===== config.mk =====
export PLATFORM = sky130hd
export DESIGN_NAME = ps2_key_tracker
export DESIGN_NICKNAME = d
export VERILOG_FILES = /design/src/rtl/ps2_key_tracker.sv
export SDC_FILE = /design/constraint.sdc
export NUM_CORES = 1
export LEC_CHECK = 0
export CAP_MARGIN = 5
export CORE_MARGIN = 2
export CORE_UTILIZATION = 38
export CTS_BUF_LIST = sky130_fd_sc_hd__clkbuf_16
export DETAILED_ROUTE_END_ITERATION = 8
export PLACE_DENSITY_LB_ADDON = 0.15
export SYNTH_ARGS = -nofsm -noshare
export SYNTH_HDL_FRONTEND = slang
export SYNTH_SLANG_ARGS = --single-unit
export TNS_END_PERCENT = 20

===== constraint.sdc =====
create_clock -name clk -period 2.1 [get_ports clk]
set_clock_uncertainty 0.15 [all_clocks]
set_input_delay 0.42 -clock clk [delete_from_list [all_inputs] [get_ports clk]]
set_output_delay 0.42 -clock clk [all_outputs]
set_load 0.01 [all_outputs]

===== src/rtl/ps2_key_tracker.sv =====
// PS/2 receiver and single-key make/break tracker feeding the tone decoder.
// Optional: define PS2_PARITY_CHECK_EN to drop frames with bad odd parity.
//
// frame state | meaning
// F_IDLE      | waiting for a start bit (falling edge with data 0)
// F_DATA      | shifting in 8 data bits, LSB first
// F_PARITY    | capturing the parity bit
// F_STOP      | checking the stop bit, then publishing or discarding the byte
// key state   | meaning
// K_MAKE      | next byte is a make code
// K_BREAK     | 0xF0 seen, next byte is a released key
module ps2_key_tracker #(
  parameter int FILTER_LEN     = 8,
  parameter int TIMEOUT_CYCLES = 50000
) (
  input  logic       clk,
  input  logic       rst_n,
  input  logic       ps2_clk,
  input  logic       ps2_data,
  output logic [7:0] key_code,
  output logic       key_change,
  output logic [7:0] rx_byte,
  output logic       rx_valid,
  output logic       rx_err
);
  localparam int FW = $clog2(FILTER_LEN + 1);
  localparam int TW = $clog2(TIMEOUT_CYCLES + 1);

  typedef enum logic [1:0] {F_IDLE, F_DATA, F_PARITY, F_STOP} fstate_t;
  typedef enum logic {K_MAKE, K_BREAK} kstate_t;

  logic [1:0]    clk_sync, data_sync;
  logic          clk_s, data_s;
  logic          clk_filt, fall;
  logic [FW-1:0] filt_cnt;
  fstate_t       fstate;
  kstate_t       kstate;
  logic [7:0]    shift;
  logic [2:0]    bit_cnt;
  logic          par, par_ok;
  logic [TW-1:0] to_cnt;

  assign clk_s  = clk_sync[1];
  assign data_s = data_sync[1];

`ifdef PS2_PARITY_CHECK_EN
  assign par_ok = ^{shift, par};
`else
  // parity is captured but intentionally never rejects a frame
  assign par_ok = (^{shift, par}) | 1'b1;
`endif

  function automatic logic is_ignored(input logic [7:0] b);
    case (b)
      8'h00, 8'hAA, 8'hE0, 8'hE1, 8'hEE,
      8'hFA, 8'hFC, 8'hFD, 8'hFE, 8'hFF: return 1'b1;
      default:                          return 1'b0;
    endcase
  endfunction

  always_ff @(posedge clk or negedge rst_n) begin
    if (!rst_n) begin
      clk_sync  <= '0;
      data_sync <= '0;
    end else begin
      clk_sync  <= {clk_sync[0], ps2_clk};
      data_sync <= {data_sync[0], ps2_data};
    end
  end

  // Down-counter restarts whenever the sample agrees with the filtered level.
  always_ff @(posedge clk or negedge rst_n) begin
    if (!rst_n) begin
      clk_filt <= 1'b0;
      filt_cnt <= FW'(FILTER_LEN - 1);
      fall     <= 1'b0;
    end else if (clk_s == clk_filt) begin
      filt_cnt <= FW'(FILTER_LEN - 1);
      fall     <= 1'b0;
    end else if (filt_cnt == '0) begin
      clk_filt <= clk_s;
      filt_cnt <= FW'(FILTER_LEN - 1);
      fall     <= ~clk_s;
    end else begin
      filt_cnt <= filt_cnt - 1'b1;
      fall     <= 1'b0;
    end
  end

  always_ff @(posedge clk or negedge rst_n) begin
    if (!rst_n) begin
      fstate   <= F_IDLE;
      shift    <= '0;
      bit_cnt  <= '0;
      par      <= 1'b0;
      to_cnt   <= '0;
      rx_byte  <= '0;
      rx_valid <= 1'b0;
      rx_err   <= 1'b0;
    end else begin
      rx_valid <= 1'b0;
      rx_err   <= 1'b0;
      if (fstate == F_IDLE) begin
        if (fall && !data_s) begin
          fstate  <= F_DATA;
          bit_cnt <= '0;
          to_cnt  <= TW'(TIMEOUT_CYCLES - 1);
        end
      end else if (fall) begin
        // an edge coinciding with expiry wins and restarts the timer
        to_cnt <= TW'(TIMEOUT_CYCLES - 1);
        case (fstate)
          F_DATA: begin
            shift   <= {data_s, shift[7:1]};
            bit_cnt <= bit_cnt + 1'b1;
            if (bit_cnt == 3'd7) fstate <= F_PARITY;
          end
          F_PARITY: begin
            par    <= data_s;
            fstate <= F_STOP;
          end
          F_STOP: begin
            if (data_s && par_ok) begin
              rx_byte  <= shift;
              rx_valid <= 1'b1;
            end else begin
              rx_err <= 1'b1;
            end
            fstate <= F_IDLE;
          end
          default: fstate <= F_IDLE;
        endcase
      end else if (to_cnt == '0) begin
        rx_err <= 1'b1;
        fstate <= F_IDLE;
      end else begin
        to_cnt <= to_cnt - 1'b1;
      end
    end
  end

  always_ff @(posedge clk or negedge rst_n) begin
    if (!rst_n) begin
      kstate     <= K_MAKE;
      key_code   <= '0;
      key_change <= 1'b0;
    end else begin
      key_change <= 1'b0;
      if (rx_valid && !is_ignored(rx_byte)) begin
        if (rx_byte == 8'hF0) begin
          kstate <= K_BREAK;
        end else if (kstate == K_MAKE) begin
          if (rx_byte != key_code) begin
            key_code   <= rx_byte;
            key_change <= 1'b1;
          end
        end else begin
          if (rx_byte == key_code) begin
            key_code   <= 8'h00;
            key_change <= 1'b1;
          end
          kstate <= K_MAKE;
        end
      end
    end
  end
endmodule


Yosys cells after proc, flatten, opt, wreduce, memory -nomap -nowiden
Cells that the tools add are included.
{"block": "totals", "out_inout_bits": 19, "elab_cells": 100, "ff_bits": 59, "input_bits": 4}
{"block": "classes", "n_addsub": 3, "n_eq_ne": 21, "mux": 37, "n_bitwise": 4, "n_reduce_logical": 20}
{"cell": "$eq 8x8->1 const B", "n": 10}
{"cell": "$mux 16", "n": 4}
{"cell": "$mux 8", "n": 3}
{"cell": "$mux 1", "n": 18}
{"cell": "$logic_not 16->1", "n": 1}
{"cell": "$sub 16x1->16 const B", "n": 1}
{"cell": "$mux 3", "n": 4}
{"cell": "$mux 2", "n": 5}
{"cell": "$reduce_or 10->1", "n": 1}
{"cell": "$reduce_and 3->1", "n": 3}
{"cell": "$eq 8x8->1", "n": 1}
{"cell": "$logic_not 8->1", "n": 1}
{"cell": "$mux 4", "n": 2}
{"cell": "$ne 8x8->1", "n": 1}
{"cell": "$reduce_and 4->1", "n": 2}
{"cell": "$reduce_bool 2->1", "n": 3}
{"cell": "$eq 2x2->1 const B", "n": 2}
{"cell": "$logic_not 4->1", "n": 1}
{"cell": "$ne 2x1->1 const B", "n": 2}
{"cell": "$ne 4x4->1 const B", "n": 1}
{"cell": "$not 1->1", "n": 4}
{"cell": "$pmux 2 s2", "n": 1}
{"cell": "$reduce_and 2->1", "n": 2}
{"cell": "$sub 4x1->4 const B", "n": 1}
{"cell": "other kinds (9)", "n": 11}

Longest topological paths before layout
Gate-level depths: netlist (run 1).
{"block": "logic_depth", "ltp_word": 6, "depth_mapped": 9, "ltp_nobuf": 8}

Least setup slack after synthesis (run 1)
OpenSTA, ideal clock, no wires.
{"block": "synth_path", "path_type": "register to register", "from": "register rx_byte[4]", "to": "register key_code[0]", "path_buffers": 1, "period_less_slack_ns": 2.303, "setup_slack_ns": -0.203, "arrival_time_ns": 2.028, "t_required_ns": 1.825, "setup_time_ns": 0.125, "stages_incl_launch_ff": 9, "cell_sequence": "dfrtp_1 -> clkbuf_1 -> xor2_1 -> nor4_1 -> nand4_1 -> ha_1 -> nor3_1 -> nand3_1 -> mux2_2"}
{"block": "synth_between", "elab_chain_cells": 6, "word_cells_on_any_way": 21, "classes_between": "13 x eq/ne; 1 x mux; 1 x bitwise; 6 x reduce/logical"}
{"item": "start, declared", "line": "22", "source": "output logic [7:0] rx_byte,"}
{"item": "start signal, assigned", "line": "124", "source": "rx_byte <= shift;"}
{"item": "$eq 8x8->1 or $logic_not 8->1 (tied branches)", "line": "54", "source": "case (b)"}
{"item": "$reduce_or 10->1", "line": "54"}
{"item": "$mux 1", "line": "54"}
{"item": "$logic_not 1->1", "line": "149", "source": "if (rx_valid && !is_ignored(rx_byte)) begin"}
{"item": "$logic_and 1x1->1", "line": "149"}
{"item": "$reduce_and 4->1 (no line) *"}
{"item": "end signal, assigned", "line": "154", "source": "key_code <= rx_byte;"}
{"item": "end, declared", "line": "20", "source": "output logic [7:0] key_code,"}
Mark *: on every way between the ends. The rest lies on a longest branch, timed or not.
A chain may end at the register's enable or synchronous reset.

Worst setup path after layout (run 1)
{"block": "layout_path", "from": "register to_cnt[0]", "to": "register to_cnt[5]"}
{"block": "layout_between", "elab_chain_cells": 4, "word_cells_on_any_way": 7, "classes_between": "1 x add/sub; 1 x eq/ne; 3 x mux; 2 x reduce/logical"}
{"item": "start, declared", "line": "41", "source": "logic [TW-1:0] to_cnt;"}
{"item": "start signal, assigned", "line": "107", "source": "to_cnt <= TW'(TIMEOUT_CYCLES - 1);"}
{"item": "start signal, assigned", "line": "111", "source": "to_cnt <= TW'(TIMEOUT_CYCLES - 1);"}
{"item": "start signal, assigned", "line": "137", "source": "to_cnt <= to_cnt - 1'b1;"}
{"item": "$sub 16x1->16", "line": "137"}
{"item": "$mux 16", "line": "133", "source": "end else if (to_cnt == '0) begin"}
{"item": "$mux 16", "line": "109", "source": "end else if (fall) begin"}
{"item": "$mux 16", "line": "103", "source": "if (fstate == F_IDLE) begin"}
Parallel ways exist; a longest one is shown, timed or not. The select of a mux whose other input is x is not followed.

==> results of run 1 <==
-- sequential cells by signal, indices dropped and copies added, names as in the netlist, 2 cells and up --
signal and flops:
to_cnt 16, key_code 8, rx_byte 8, shift 8, filt_cnt 4, bit_cnt 3, clk_sync 2, data_sync 2
fstate 2
-- routing by layer --
layer	global-route usage	part of all wire	up-vias
li1	-	-	1141
met1	0.2065	0.48	1055
met2	0.2586	0.47	27
met3	0.02876	0.030	7
met4	0.08582	0.017	0
met5	0	0	-
-- final timing paths --
check	to	start	cells after the start
hold reg to reg	clk_sync[1]$_DFF_PN0_	clk_sync[0]$_DFF_PN0_	0
max in group asynchronous	filt_cnt[2]$_DFF_PN1_	rst_n	3
setup / recovery	to_cnt[5]$_DFFE_PN0P_	to_cnt[0]$_DFFE_PN0P_	7
setup reg to reg	to_cnt[5]$_DFFE_PN0P_	to_cnt[0]$_DFFE_PN0P_	7
min in group asynchronous	kstate$_DFFE_PN0P_	rst_n	3
hold / removal	clk_sync[1]$_DFF_PN0_	clk_sync[0]$_DFF_PN0_	0
-- timing repair --
action	in CTS	in global routing
pin swaps	9	4
setup endpoints to repair	17	27
buffers inserted	2	2
resized for setup	12	9
hold buffers	1	0
hold endpoints to repair	56	0
-- area by class of cell --
type / count / area share
well taps: 102 / 0.03215
inverters: 11 / 0.01040
repair buffers: 69 / 0.1478
clock buffers: 9 / 0.05673
clock inverters: 7 / 0.007564
multi-input cells: 205 / 0.3722
flip-flops and latches: 59 / 0.3731
-- worst max-delay path: cells and delay by family (launching register included) --
kind / cells / cell delay, ns
DFF: 1 / 0.37
and+or+nand+nor: 3 / 1.01
buffers and inverters: 2 / 0.29
AOI/OAI and AO/OA: 2 / 0.26
-- power groups by stage --
stage / combinational (mW) / clock [mW] / sequential [mW]
global route: 1.24 / 1.34 / 1.52
global placement: 1.00 / 0 / 1.50
floorplan: 0.608 / 0 / 1.49
CTS: 1.08 / 1.28 / 1.49
finish: 1.12 / 1.24 / 1.49
detailed placement: 1.03 / 0 / 1.50
-- per-stage QoR --
stage                     setup slack, ns  instance area, µm²  power, mW  std cells
after global routing              -0.1144                3970      4.103        462
after global placement            -0.1010                3588      2.500        441
final                            -0.03695                3970      3.850        462
after detailed placement         -0.09795                3588      2.527        441
after floorplan                  -0.09646                2958      2.103        282
after CTS                        -0.05859                3921      3.849        460
-- logic make-up (layout without fill, tap and decap cells) --
kind of cell    after synthesis  in the layout  share of synthesized area
compound gates               36             36                    0.08547
mux                          20             20                    0.07649
flops                        59             59                     0.5056
xor+xnor                     15             15                    0.04487
buf+inv                      18             96                    0.02308
fa+ha+maj                    11             11                    0.04701
simple gates                123            123                     0.2175
-- cells in the final DEF, fill, tap and decap left out, types with 4 or more instances in the layout --
master,netlist,layout
dfrtp_1,56,55
nand2_1,47,46
buf_4,0,44
clkdlybuf4s50_1,0,21
mux2_2,18,17
inv_1,10,13
xor2_1,12,12
nor2_1,15,11
nor2b_1,11,11
nand3_1,10,9
o21ai_0,9,9
ha_1,11,9
clkbuf_16,0,9
a21oi_1,9,7
or3_1,6,5
nand4_1,4,4
nor3_1,5,4
a31oi_1,4,4
==> results.md, run 1 <==
* CTS buffer count at 9
* Fin crit share at 1.018
* CTS tree: done
* Routed Antenna Nets at 0
* First-pass GRT wire length at between 10,000 and 15,000 µm
* Rows at 32
* Reg clk slew, reported paths at approximately 0.050 ns
* Sum Neg Setup Slack at -0.05304 ns
* Routed len/inst at between 10 and 15 µm
* Reg-to-reg setup timing slack at -0.04 ns
* Hold crit path type: reg -> reg
* Pint at ~2.7 mW
* Slew @ Worst Pin at about 0.40 ns
* Max IR drop VDD at 0.5653 mV
* Worst setup SP type: register
* Post-synthesis net count at between 200 and 300
* Critical path required time at around 2.2 ns
* Leak at 1.919 nW
* Die ar. at 0.008423 mm²
* Grt ovf at 0
* Die height at about 90 µm
* Yosys warning count at 0
* Yosys top cell by area: dfrtp_1
* RSZ-0062 raised after global routing: yes
* Psw at 1.192 mW
* Highest-delay cell along the critical path: or4_1
* Failing checks: setup timing
* Clock network fraction of design power at 0.322
* Register area at 0.001481 mm²
* GP Congestion at 0.7442
* Cells after Synth at ~280
* Top post-synthesis cells by area: dfrtp_1, mux2_2, nand2_1, ha_1, xor2_1
* Max_slew headroom at 0.7345
* Fraction of layout cells with a size suffix above 1 at 0.2944
* CP Data Arrival Time at approximately 2.2 ns
* Slew Limit Fails at 0
* DPL Wire Length at ~4400 µm
* FMAX at between 400 and 500 MHz
* Endpoint type of the worst setup path: register
* Chip width at 91.78 µm
* Syn_area_per_cell at 10.38 µm²
* Mapped Area at 0.002928 mm²
* Clock tree buffer depth at 2
* Main flop type after synthesis: dfrtp_1
* Synth Register Bits at 59
* Top post-synthesis cells by count: dfrtp_1, nand2_1, mux2_2
* H-tree depth at 3
* Setup violators final at 4
* Fillers at between 600 and 700
* Clk Latency, worst-skew pair at 0.32 ns
* Most common cell in the synthesized netlist: dfrtp_1
* Number of antenna violations at the first check in global routing at 0
* Top cell type's share of synthesized area at 0.4786
* Endpoints failing hold at 0
* Initial detailed-routing violation count at 73
* Number of max-cap violations at 0
* Starting Density at 0.3849
* # DRC at 0
* Final wirelength at around 6300 µm
* Outcome: complete, but fails checks
* PD cells at roughly 970 mW/mm²
* Async set-reset flop share out of synthesis at 1.000
* Worst hold slack at around 0.20 ns
* Sw Share at 0.3095
* Comb pwr share at 0.290
* Setup ws final at -0.03695 ns
* Register area share after synthesis at 0.5056
* I/O pin total at 23
* Post-DR vias/cell at 4.827
* Period minus WS final at approximately 2.1 ns
* Cell repeated most along the worst path: buf_4
* Post-synth EDFFs at 0
* Area delta synth->final at 35.60%
* Footprint of the multi-input gates at approximately 0.0015 mm²
* Worst Path Max Fanout at 5
* Seq pwr share at 0.387
* Core Util, Final at 0.5219
* Diode count at 0
* Nets at 370
* Number of global-route vias before repair at around 2,300
* Via count at around 2,200
* WS Path Type: reg -> reg
* All-Layer GR Usage at 0.1607
* Post-synth cell types at 47
* Clock sink total at between 50 and 60
* Critical Path, Cell by Cell: buf_4 > or3_4 > a211oi_4 > buf_4 > o41ai_4 > or4_1 > nand2_1
* Slowest stage delay, CP at approximately 0.54 ns
* Root Buffer: clkbuf_16
* Core area at between 0.007 and 0.008 mm²
* Drt pass-1 iters at 6
* IO buf count at 22
* Pin count of the biggest net entering global routing at 60
Note: power is estimated with default switching activity, not from simulation.
==> run 2, diff against run 1 <==
--- a/config.mk
+++ b/config.mk
@@ -7,4 +7,5 @@
 export LEC_CHECK = 0
 export CAP_MARGIN = 5
+export CORE_ASPECT_RATIO = 1.1
 export CORE_MARGIN = 2
 export CORE_UTILIZATION = 38
--- a/constraint.sdc
+++ b/constraint.sdc
@@ -3,3 +3,3 @@
 set_input_delay 0.42 -clock clk [delete_from_list [all_inputs] [get_ports clk]]
 set_output_delay 0.42 -clock clk [all_outputs]
-set_load 0.01 [all_outputs]
+set_load 0.02 [all_outputs]
==> results.md, run 2 (same netlist as run 1, synthesis figures left out) <==
* Routed len/inst at 13.22 µm (-2.9%)
* Critical path required time at 2.15 ns (-0.06 ns)
* Initial detailed-routing violation count at 88 (+21%)
* Rows at 33 (+3.1%)
* Setup ws final at -0.08973 ns (-0.05278 ns)
* Worst hold slack at 0.1946 ns (-0.004406 ns)
* Critical path buffer and inverter count at 1 (-1)
* First-pass GRT wire length at 10,920 µm (+3.4%)
* Number of antenna violations at the first check in global routing at 0 (unchanged)
* Worst setup SP type: register
* Max IR drop VDD at 0.6696 mV (+18%)
* Number of global-route vias before repair at 2,371 (+4.9%)
* Via count at 2,304 (+3.3%)
* Root Buffer: clkbuf_16
* Most flop-heavy register: to_cnt
* Hold crit path type: reg -> reg
* Most Used Layer, Global Route: met2
* WS Path Type: reg -> reg
* Tot Pwr at 4.080 mW (+6.0%)
* Die height at 96.06 µm (+4.7%)
* PD cells at 1017 mW/mm² (+4.9%)
* Grt ovf at 0 (unchanged)
* Fin cells at 468 (+1.3%)
* Post-DR vias/cell at 4.923 (+2.0%)
* Endpoints failing hold at 0 (unchanged)
* Met3 usage at 0.04889 (+0.02013)
* Nets at 373 (+0.81%)
* Clk Latency, worst-skew pair at 0.32 ns (about the same)
* Highest-delay cell along the critical path: or4b_1
* Drt pass-1 iters at 4 (-2)
* GP Congestion at 0.8149 (+9.5%)
* Reg-to-reg setup timing slack at -0.09 ns (-0.05 ns)
* Routed Antenna Nets at 0 (unchanged)
* DPL Wire Length at 4457 µm (+2.0%)
* Clock sink total at 59 (unchanged)
* Leak at 1.986 nW (+3.5%)
* Reg clk slew, reported paths at 0.05 ns (about the same)
* Slew Limit Fails at 0 (unchanged)
* CP delay by family, top: simple AND/OR/NAND/NOR gates
* Chip width at 87.69 µm (-4.5%)
* # DRC at 0 (unchanged)
* Clock tree buffer depth at 2 (unchanged)
* CTS tree: done
* Core area at 0.007473 mm² (-1.8%)
* Fin crit share at 1.043 (+0.02513)
* Die ar. at 0.008424 mm² (about the same)
* Fillers at 694 (+1.5%)
* CTS buffer count at 9 (unchanged)
* Global Route met1 Usage at 0.2120 (+0.005496)
* Sum Neg Setup Slack at -0.8700 ns (-0.8169 ns)
* RSZ-0062 raised after global routing: yes
* Fraction of layout cells with a size suffix above 1 at 0.2948 (+0.0003214)
* IO buf count at 22 (unchanged)
* Final wirelength at 6185 µm (-1.6%)
* All-Layer GR Usage at 0.1683 (+0.007638)
* GR Util met2 at 0.2734 (+0.01478)
* H-tree depth at 3 (unchanged)
* FMAX at 456.7 MHz (-2.4%)
* Worst Path Max Fanout at 8 (+3)
* Endpoint type of the worst setup path: register
* Most common cell after layout, fill and taps aside: dfrtp_1
* Max_slew headroom at 0.7334 (-0.001054)
* Pin count of the biggest net entering global routing at 33 (-45%)
* Period minus WS final at 2.190 ns (+0.05278 ns)
* DP Cell Count at 449 (+1.8%)
* Diode count at 0 (unchanged)
* Slowest stage delay, CP at 0.51 ns (-0.03 ns)
* Setup violators final at 15 (+11)
* Most frequent cells in the layout: dfrtp_1, buf_4, nand2_1
* Failing checks: setup timing
* Outcome: complete, but fails checks
* I/O pin total at 23 (unchanged)
* Number of max-cap violations at 0 (unchanged)
* Area delta synth->final at 36.97%
* Starting Density at 0.3918 (+0.006894)
* Slew @ Worst Pin at 0.3999 ns (+0.002938 ns)
* CP Data Arrival Time at 2.24 ns (about the same)
* Critical Path, Cell by Cell: buf_4 > or4b_1 > o22ai_1 > o211ai_1 > nand3_4 > mux2_2
* Max FFs per register at 16 (unchanged)
run 2: changes by cell type in the layout (fill, tap and decap cells not counted), sizes merged:
| cell | change |
|---|---|
| clkinvlp | +1 |
| bufinv | +2 |
| inv | -2 |
| buf | +3 |
| clkinv | -1 |
| dlygate4sd2 | +2 |
| dlymetal6s2s | +2 |
| clkdlybuf4s50 | -4 |
run 2: per-layer routing:
layer | share of wire | routed length [µm]
met5 | 0 | 0
met4 | 0.014 | 89
met3 | 0.030 | 188
met2 | 0.49 | 3050
met1 | 0.46 | 2857
run 2: path summary, 6_finish.rpt:
check | from | endpoint | depth (start not counted)
setup reg to reg | rx_byte[2]$_DFFE_PN0P_ | key_code[6]$_DFFE_PN0P_ | 6
min in group asynchronous | rst_n | key_code[2]$_DFFE_PN0P_ | 3
max in group asynchronous | rst_n | filt_cnt[1]$_DFF_PN1_ | 3
setup / recovery | rx_byte[2]$_DFFE_PN0P_ | key_code[6]$_DFFE_PN0P_ | 6
hold reg to reg | data_sync[0]$_DFF_PN0_ | data_sync[1]$_DFF_PN0_ | 0
hold / removal | data_sync[0]$_DFF_PN0_ | data_sync[1]$_DFF_PN0_ | 0
run 2: repair_timing:
action / in CTS / in global routing
setup endpoints to repair: 16 / 26
endpoints found under the hold margin: 56 / 0
gates resized for setup: 11 / 8
pin swaps: 7 / 6
hold buffers: 1 / 0
setup buffers: 1 / 1
run 2: cell type report:
| cell class | count | area, µm² | area share |
|---|---|---|---|
| inverters | 11 | 41.29 | 0.01030 |
| flip-flops and latches | 59 | 1484 | 0.3700 |
| repair buffers | 72 | 595.6 | 0.1485 |
| well taps | 105 | 131.4 | 0.03276 |
| multi-input cells | 205 | 1449 | 0.3613 |
| clock buffers | 9 | 225.2 | 0.05616 |
| clock inverters | 7 | 83.83 | 0.02090 |
run 2: power breakdown:
group | internal (mW) | switching [mW]
clock | 1.02 | 0.491
sequential | 1.34 | 0.136
combinational | 0.527 | 0.559
total | 2.89 | 1.19
run 2: stage by stage:
step	setup slack [ns]	utilization	area (µm²)
6_report	-0.08973	0.5366	4010
5_1_grt	-0.1750	0.5366	4010
3_5_place_dp	-0.2072	0.4835	3613
4_1_cts	-0.1143	0.5321	3976
2_1_floorplan	-0.1378	-	2954
3_3_place_gp	-0.1717	0.4835	3613
==> run 3, diff against run 2 <==
- REMOVE_ABC_BUFFERS: unset -> 1
- TNS_END_PERCENT: 20 -> 50
==> results.md, run 3 (same netlist as run 1, synthesis figures left out) <==
* DP Cell Count at 445 (-0.89%)
* Post-DR vias/cell at 4.936 (+0.27%)
* Period minus WS final at 2.235 ns (+0.04577 ns)
* Routed len/inst at 13.14 µm (-0.54%)
* Number of global-route vias before repair at 2,346 (-1.1%)
* Reg clk slew, reported paths at 0.05 ns (about the same)
* Nets at 376 (+0.80%)
* Crit path from: rx_byte[2]$_DFFE_PN0P_
* Placed inst area at 0.003583 mm² (-0.83%)
* CTS buffer count at 9 (unchanged)
* Register area at 0.001481 mm² (-0.17%)
* CTS tree: done
* Diode count at 0 (unchanged)
* RSZ-0062 raised after global routing: yes
* Via count at 2,325 (+0.91%)
* Worst setup SP type: register
* Worst Path Max Fanout at 6 (-2)
* DPL Wire Length at 4266 µm (-4.3%)
* Area delta synth->final at 39.44%
* Pre-CTS setup slack at -0.2424 ns (-0.03523 ns)
* Setup violators final at 17 (+2)
* Endpoint type of the worst setup path: register
* Slew @ Worst Pin at 0.4948 ns (+0.09489 ns)
* I/O pin total at 23 (unchanged)
* Initial detailed-routing violation count at 82 (-6.8%)
* Pin count of the biggest net entering global routing at 60 (+82%)
* Outcome: complete, but fails checks
* Critical path required time at 2.15 ns (about the same)
* Max FFs per register at 16 (unchanged)
* Setup ws final at -0.1355 ns (-0.04577 ns)
* Number of antenna violations at the first check in global routing at 0 (unchanged)
* Final wirelength at 6191 µm (about the same)
* First-pass GRT wire length at 10,510 µm (-3.7%)
* PD cells at 989.6 mW/mm² (-2.7%)
* Drt pass-1 iters at 4 (unchanged)
* Clock sink total at 59 (unchanged)
* CP Data Arrival Time at 2.29 ns (+0.05 ns)
* Die height at 96.06 µm (unchanged)
* Worst hold slack at 0.1988 ns (+0.004152 ns)
* IO buf count at 22 (unchanged)
* Fin crit share at 1.065 (+0.02179)
* Starting Density at 0.3918 (unchanged)
* Slowest stage delay, CP at 0.51 ns (about the same)
* Leak at 2.031 nW (+2.3%)
* Sum Neg Setup Slack at -1.365 ns (-0.4949 ns)
* WS Path Type: reg -> reg
* Most frequent cells in the layout: dfrtp_1, buf_4, nand2_1
* Chip width at 87.69 µm (unchanged)
* Clock tree buffer depth at 2 (unchanged)
* Design area at 0.004083 mm² (+1.8%)
* Reg-to-reg setup timing slack at -0.14 ns (-0.05 ns)
* # DRC at 0 (unchanged)
* Routed Antenna Nets at 0 (unchanged)
* Die ar. at 0.008424 mm² (unchanged)
* Slew Limit Fails at 0 (unchanged)
* Critical Path, Cell by Cell: buf_4 > or4b_1 > o22ai_1 > o211ai_1 > nand3_2 > buf_6 > mux2_2
* Clk Latency, worst-skew pair at 0.32 ns (about the same)
* Endpoints failing hold at 0 (unchanged)
* Fillers at 650 (-6.3%)
* Rows at 33 (unchanged)
* Worst Hold Launch: data_sync[0]$_DFF_PN0_
* CP delay by family, top: simple AND/OR/NAND/NOR gates
* All-Layer GR Usage at 0.1630 (-0.005288)
* Worst reg2reg startpoint: rx_byte[2]$_DFFE_PN0P_
* Max IR drop VDD at 0.7153 mV (+6.8%)
* Root Buffer: clkbuf_16
* Fin cells at 471 (+0.64%)
* Most flop-heavy register: to_cnt
* Critical path buffer and inverter count at 2 (+1)
* FMAX at 447.3 MHz (-2.0%)
* Failing checks: setup timing
* Max_slew headroom at 0.6702 (-0.06326)
* GP Congestion at 0.8297 (+1.8%)
* Grt ovf at 0 (unchanged)
* Core area at 0.007473 mm² (unchanged)
* Hold crit path type: reg -> reg
* Footprint of the multi-input gates at 0.001496 mm² (+3.3%)
* Most common cell after layout, fill and taps aside: dfrtp_1
* H-tree depth at 3 (unchanged)
* Number of max-cap violations at 0 (unchanged)
* Fraction of layout cells with a size suffix above 1 at 0.3087 (+0.01398)
* Highest-delay cell along the critical path: or4b_1
[run 3: cell types whose count changed in the layout (fill, tap and decap cells not counted), moves of 2 or more]
cell           delta
ha_1              -3
ha_2              +2
buf_6             +4
nand2_2           +2
buf_4             -2
dfrtp_1           +2
inv_1             +2
dfrtp_2           -2
dlygate4sd2_1     -2
nand2_1           -2
[run 3: timing repair]
item                                    CTS  global route
hold buffers                              1             0
resized for setup                        14            19
endpoints found under the hold margin    56             0
endpoints found under the setup margin   23            32
pin swaps                                 4            16
setup buffers                             2             7
[run 3: area by class of cell]
class                           instances  share of cell area
Clock inverter                          7             0.01318
Clock buffer                            9             0.05516
Multi-Input combinational cell        205              0.3665
Sequential cell                        59              0.3629
Timing Repair Buffer                   75              0.1594
Tap cell                              105             0.03218
Inverter                               11             0.01073
[run 3: power by group]
part / total (mW) / switching, mW / internal, mW
combinational: 1.18 / 0.625 / 0.559
clock: 1.37 / 0.475 / 0.892
sequential: 1.49 / 0.144 / 1.35
[run 3: path summary, 6_finish.rpt]
| path | end | depth (start not counted) |
|---|---|---|
| worst max-delay path | key_code[1]$_DFFE_PN0P_ | 7 |
| worst min-delay path | data_sync[1]$_DFF_PN0_ | 0 |
| worst max register to register | key_code[1]$_DFFE_PN0P_ | 7 |
| worst min register to register | data_sync[1]$_DFF_PN0_ | 0 |
| max in group asynchronous | filt_cnt[2]$_DFF_PN1_ | 3 |
| min in group asynchronous | key_code[5]$_DFFE_PN0P_ | 3 |
[run 3: routing by layer]
| metal | vias up | GRT usage | wire (µm) |
|---|---|---|---|
| li1 | 1148 | - | - |
| met1 | 1122 | 0.1973 | 2842 |
| met2 | 42 | 0.2721 | 3000 |
| met3 | 13 | 0.02830 | 167 |
| met4 | 0 | 0.09487 | 181 |
| met5 | - | 0 | 0 |
[run 3: metrics by stage]
| stage | util | power (mW) |
|---|---|---|
| 2_1_floorplan | - | 2.100 |
| 3_3_place_gp | 0.4795 | 2.438 |
| 3_5_place_dp | 0.4795 | 2.460 |
| 4_1_cts | 0.5285 | 3.952 |
| 5_1_grt | 0.5463 | 4.300 |
| 6_report | 0.5463 | 4.040 |
==> RTL change: new RTL, config.mk and constraints of run 1 <==
Set the parameter `FILTER_LEN` to 4 (it was 8).
--- a/src/rtl/ps2_key_tracker.sv
+++ b/src/rtl/ps2_key_tracker.sv
@@ -10,7 +10,7 @@
 // K_MAKE      | next byte is a make code
 // K_BREAK     | 0xF0 seen, next byte is a released key
 module ps2_key_tracker #(
-  parameter int FILTER_LEN     = 8,
+  parameter int FILTER_LEN     = 4,
   parameter int TIMEOUT_CYCLES = 50000
 ) (
   input  logic       clk,
Function: same outputs for any inputs over 10 cycles, from zero or initial values and one cycle with rst_n low; that may be too few to reach the edited logic, so the function may still have changed.
==> RTL change against run 1 <==
The run still ends with negative setup slack left. Worst setup slack got worse by 63 ps. Critical endpoint is now key_code[0]. Sequential power rose by 4%. Sequential cell count fell by 1. Sequential share of layout area rose by 0.46 points. Highest routed layer unchanged. Final area fell by 2.8%. Power rose by 7.3%. Area after synthesis fell by 2.1%. Synthesized cell count fell by 2.5%. Wire length fell by 7.5%.
==> RTL change: results (changes against run 1) <==
Cells and area
  – Multi-input comb cells: 201 (-2.0%)
  – P&R area growth vs syn: 34.67%
  – Final Non-Filler Cells: 448 (-3.0%)
  – Layout cell share with drive strength beyond 1: 0.2636 (-0.03083)
  – Plain + repair buffers: 64 (-7.2%)
  – Storage cell area: 1458 um^2 (-1.6%)
  – Layout fillers: 698 (+2.0%)
  – Non-clock buffer share: 0.1414 (-0.006435)
  – Final clock-cell share: 0.07263 (+0.008341)
  – Fraction of area in multi-input gates: 0.3664 (-0.005795)

GRT
  – Met1 Usage GRT: 0.2188 (+0.01234)
  – First-pass GRT wire length: 10.22 mm (-3.2%)
  – GR Util met3: 0.04341 (+0.01465)
  – Pin count of the biggest net entering global routing: 59 (-1.7%)
  – Vias in the first global route: 2110 (-6.6%)
  – GRT Overall Usage: 0.1569 (-0.003833)

Route
  – Met2 routed WL: 2.568 mm (-14%)
  – DRT met1 WL: 2.937 mm (-2.6%)
  – Drt pass-1 iters: 4 (-2)
  – Final wirelength: 5.817 mm (-7.5%)
  – Detailed-route via count: 2181 (-2.2%)

Timing
  – Final worst slack: -99.62 ps (-62.67 ps)
  – Slew HR: 0.7053 (-0.02923)
  – Final setup vio count: 8 (+4)
  – Fin Setup TNS: -637.5 ps (-584.5 ps)

Synthesis
  – Sequential share of the synthesized area: 0.5074 (+0.001868)
  – Synth Area in XOR/XNOR: 0.05502 (+0.01015)
  – Adder-cell share of the synthesized area: 0.05240 (+0.005393)
  – Synth top cells by count: dfrtp_1 (56), nand2_1 (47), mux2_2 (18)
  – Yosys cell types: 41 (-13%)
  – Mux cell area share after synthesis: 0.08122 (+0.004727)
  – Synth top area cells: dfrtp_1 (49%), mux2_2 (7.1%), nand2_1 (6.2%), ha_1 (5.2%), xnor2_1 (3.7%)
  – Post-Synthesis Cells: 275 (-2.5%)
  – Syn nets: 291 (-2.0%)

Setup path
  – Slowest CP cell: dfrtp_2
  – Crit-path max cell delay: 400 ps (-140 ps)

Power and ir drop
  – Seq group: 1550 uW (+4%)
  – LEAKAGE: 0.001874 uW (-2.4%)
  – Peak VDD IR: 0.4868 mV (-14%)
  – Sequential power share: 0.376 (-0.011)
  – Pint: 2872 uW (+8.0%)

Placed design
  – Dpl cells: 431 (-2.3%)
  – DP Area: 3521 um^2 (-1.9%)
  – Post-DP HPWL: 4.020 mm (-8.0%)
  – GP Congestion: 0.7453 (+0.15%)
  – Pre-CTS setup slack: -198.2 ps (-100.3 ps)

Clock network
  – Sink Count: 58 (-1.7%)
  – Postcts setup bufs: 0 (-2)

Outcome
  – Status: complete, but fails checks
  – Violated checks: negative setup slack

Floorplan
  – Initial core utilization: 0.3929 (+0.008062)
==> RTL change: worst max-delay path, delay by kind of cell, from the launching register on <==
kind	cells	cell delay [ps]
mux	1	330
simple gates	4	850
xor+xnor	1	140
flops	1	400
fa+ha+maj	1	220
==> RTL change: path summary, 6_finish.rpt <==
path | cells past startpoint | startpoint | endpoint | slack (ps)
max in group asynchronous | 3 | rst_n | filt_cnt[0] | 1000
min in group asynchronous | 3 | rst_n | to_cnt[10] | 480
worst min register to register | 0 | data_sync[0] | data_sync[1] | 200
worst min-delay path | 0 | data_sync[0] | data_sync[1] | 200
worst max register to register | 7 | rx_byte[3] | key_code[0] | -100
worst max-delay path | 7 | rx_byte[3] | key_code[0] | -100
==> RTL change: repair_timing <==
action / in CTS / in global routing
hold buffers: 1 / 0
endpoints found under the setup margin: 8 / 20
pin swaps: 2 / 1
gates resized for setup: 3 / 7
endpoints found under the hold margin: 56 / 0
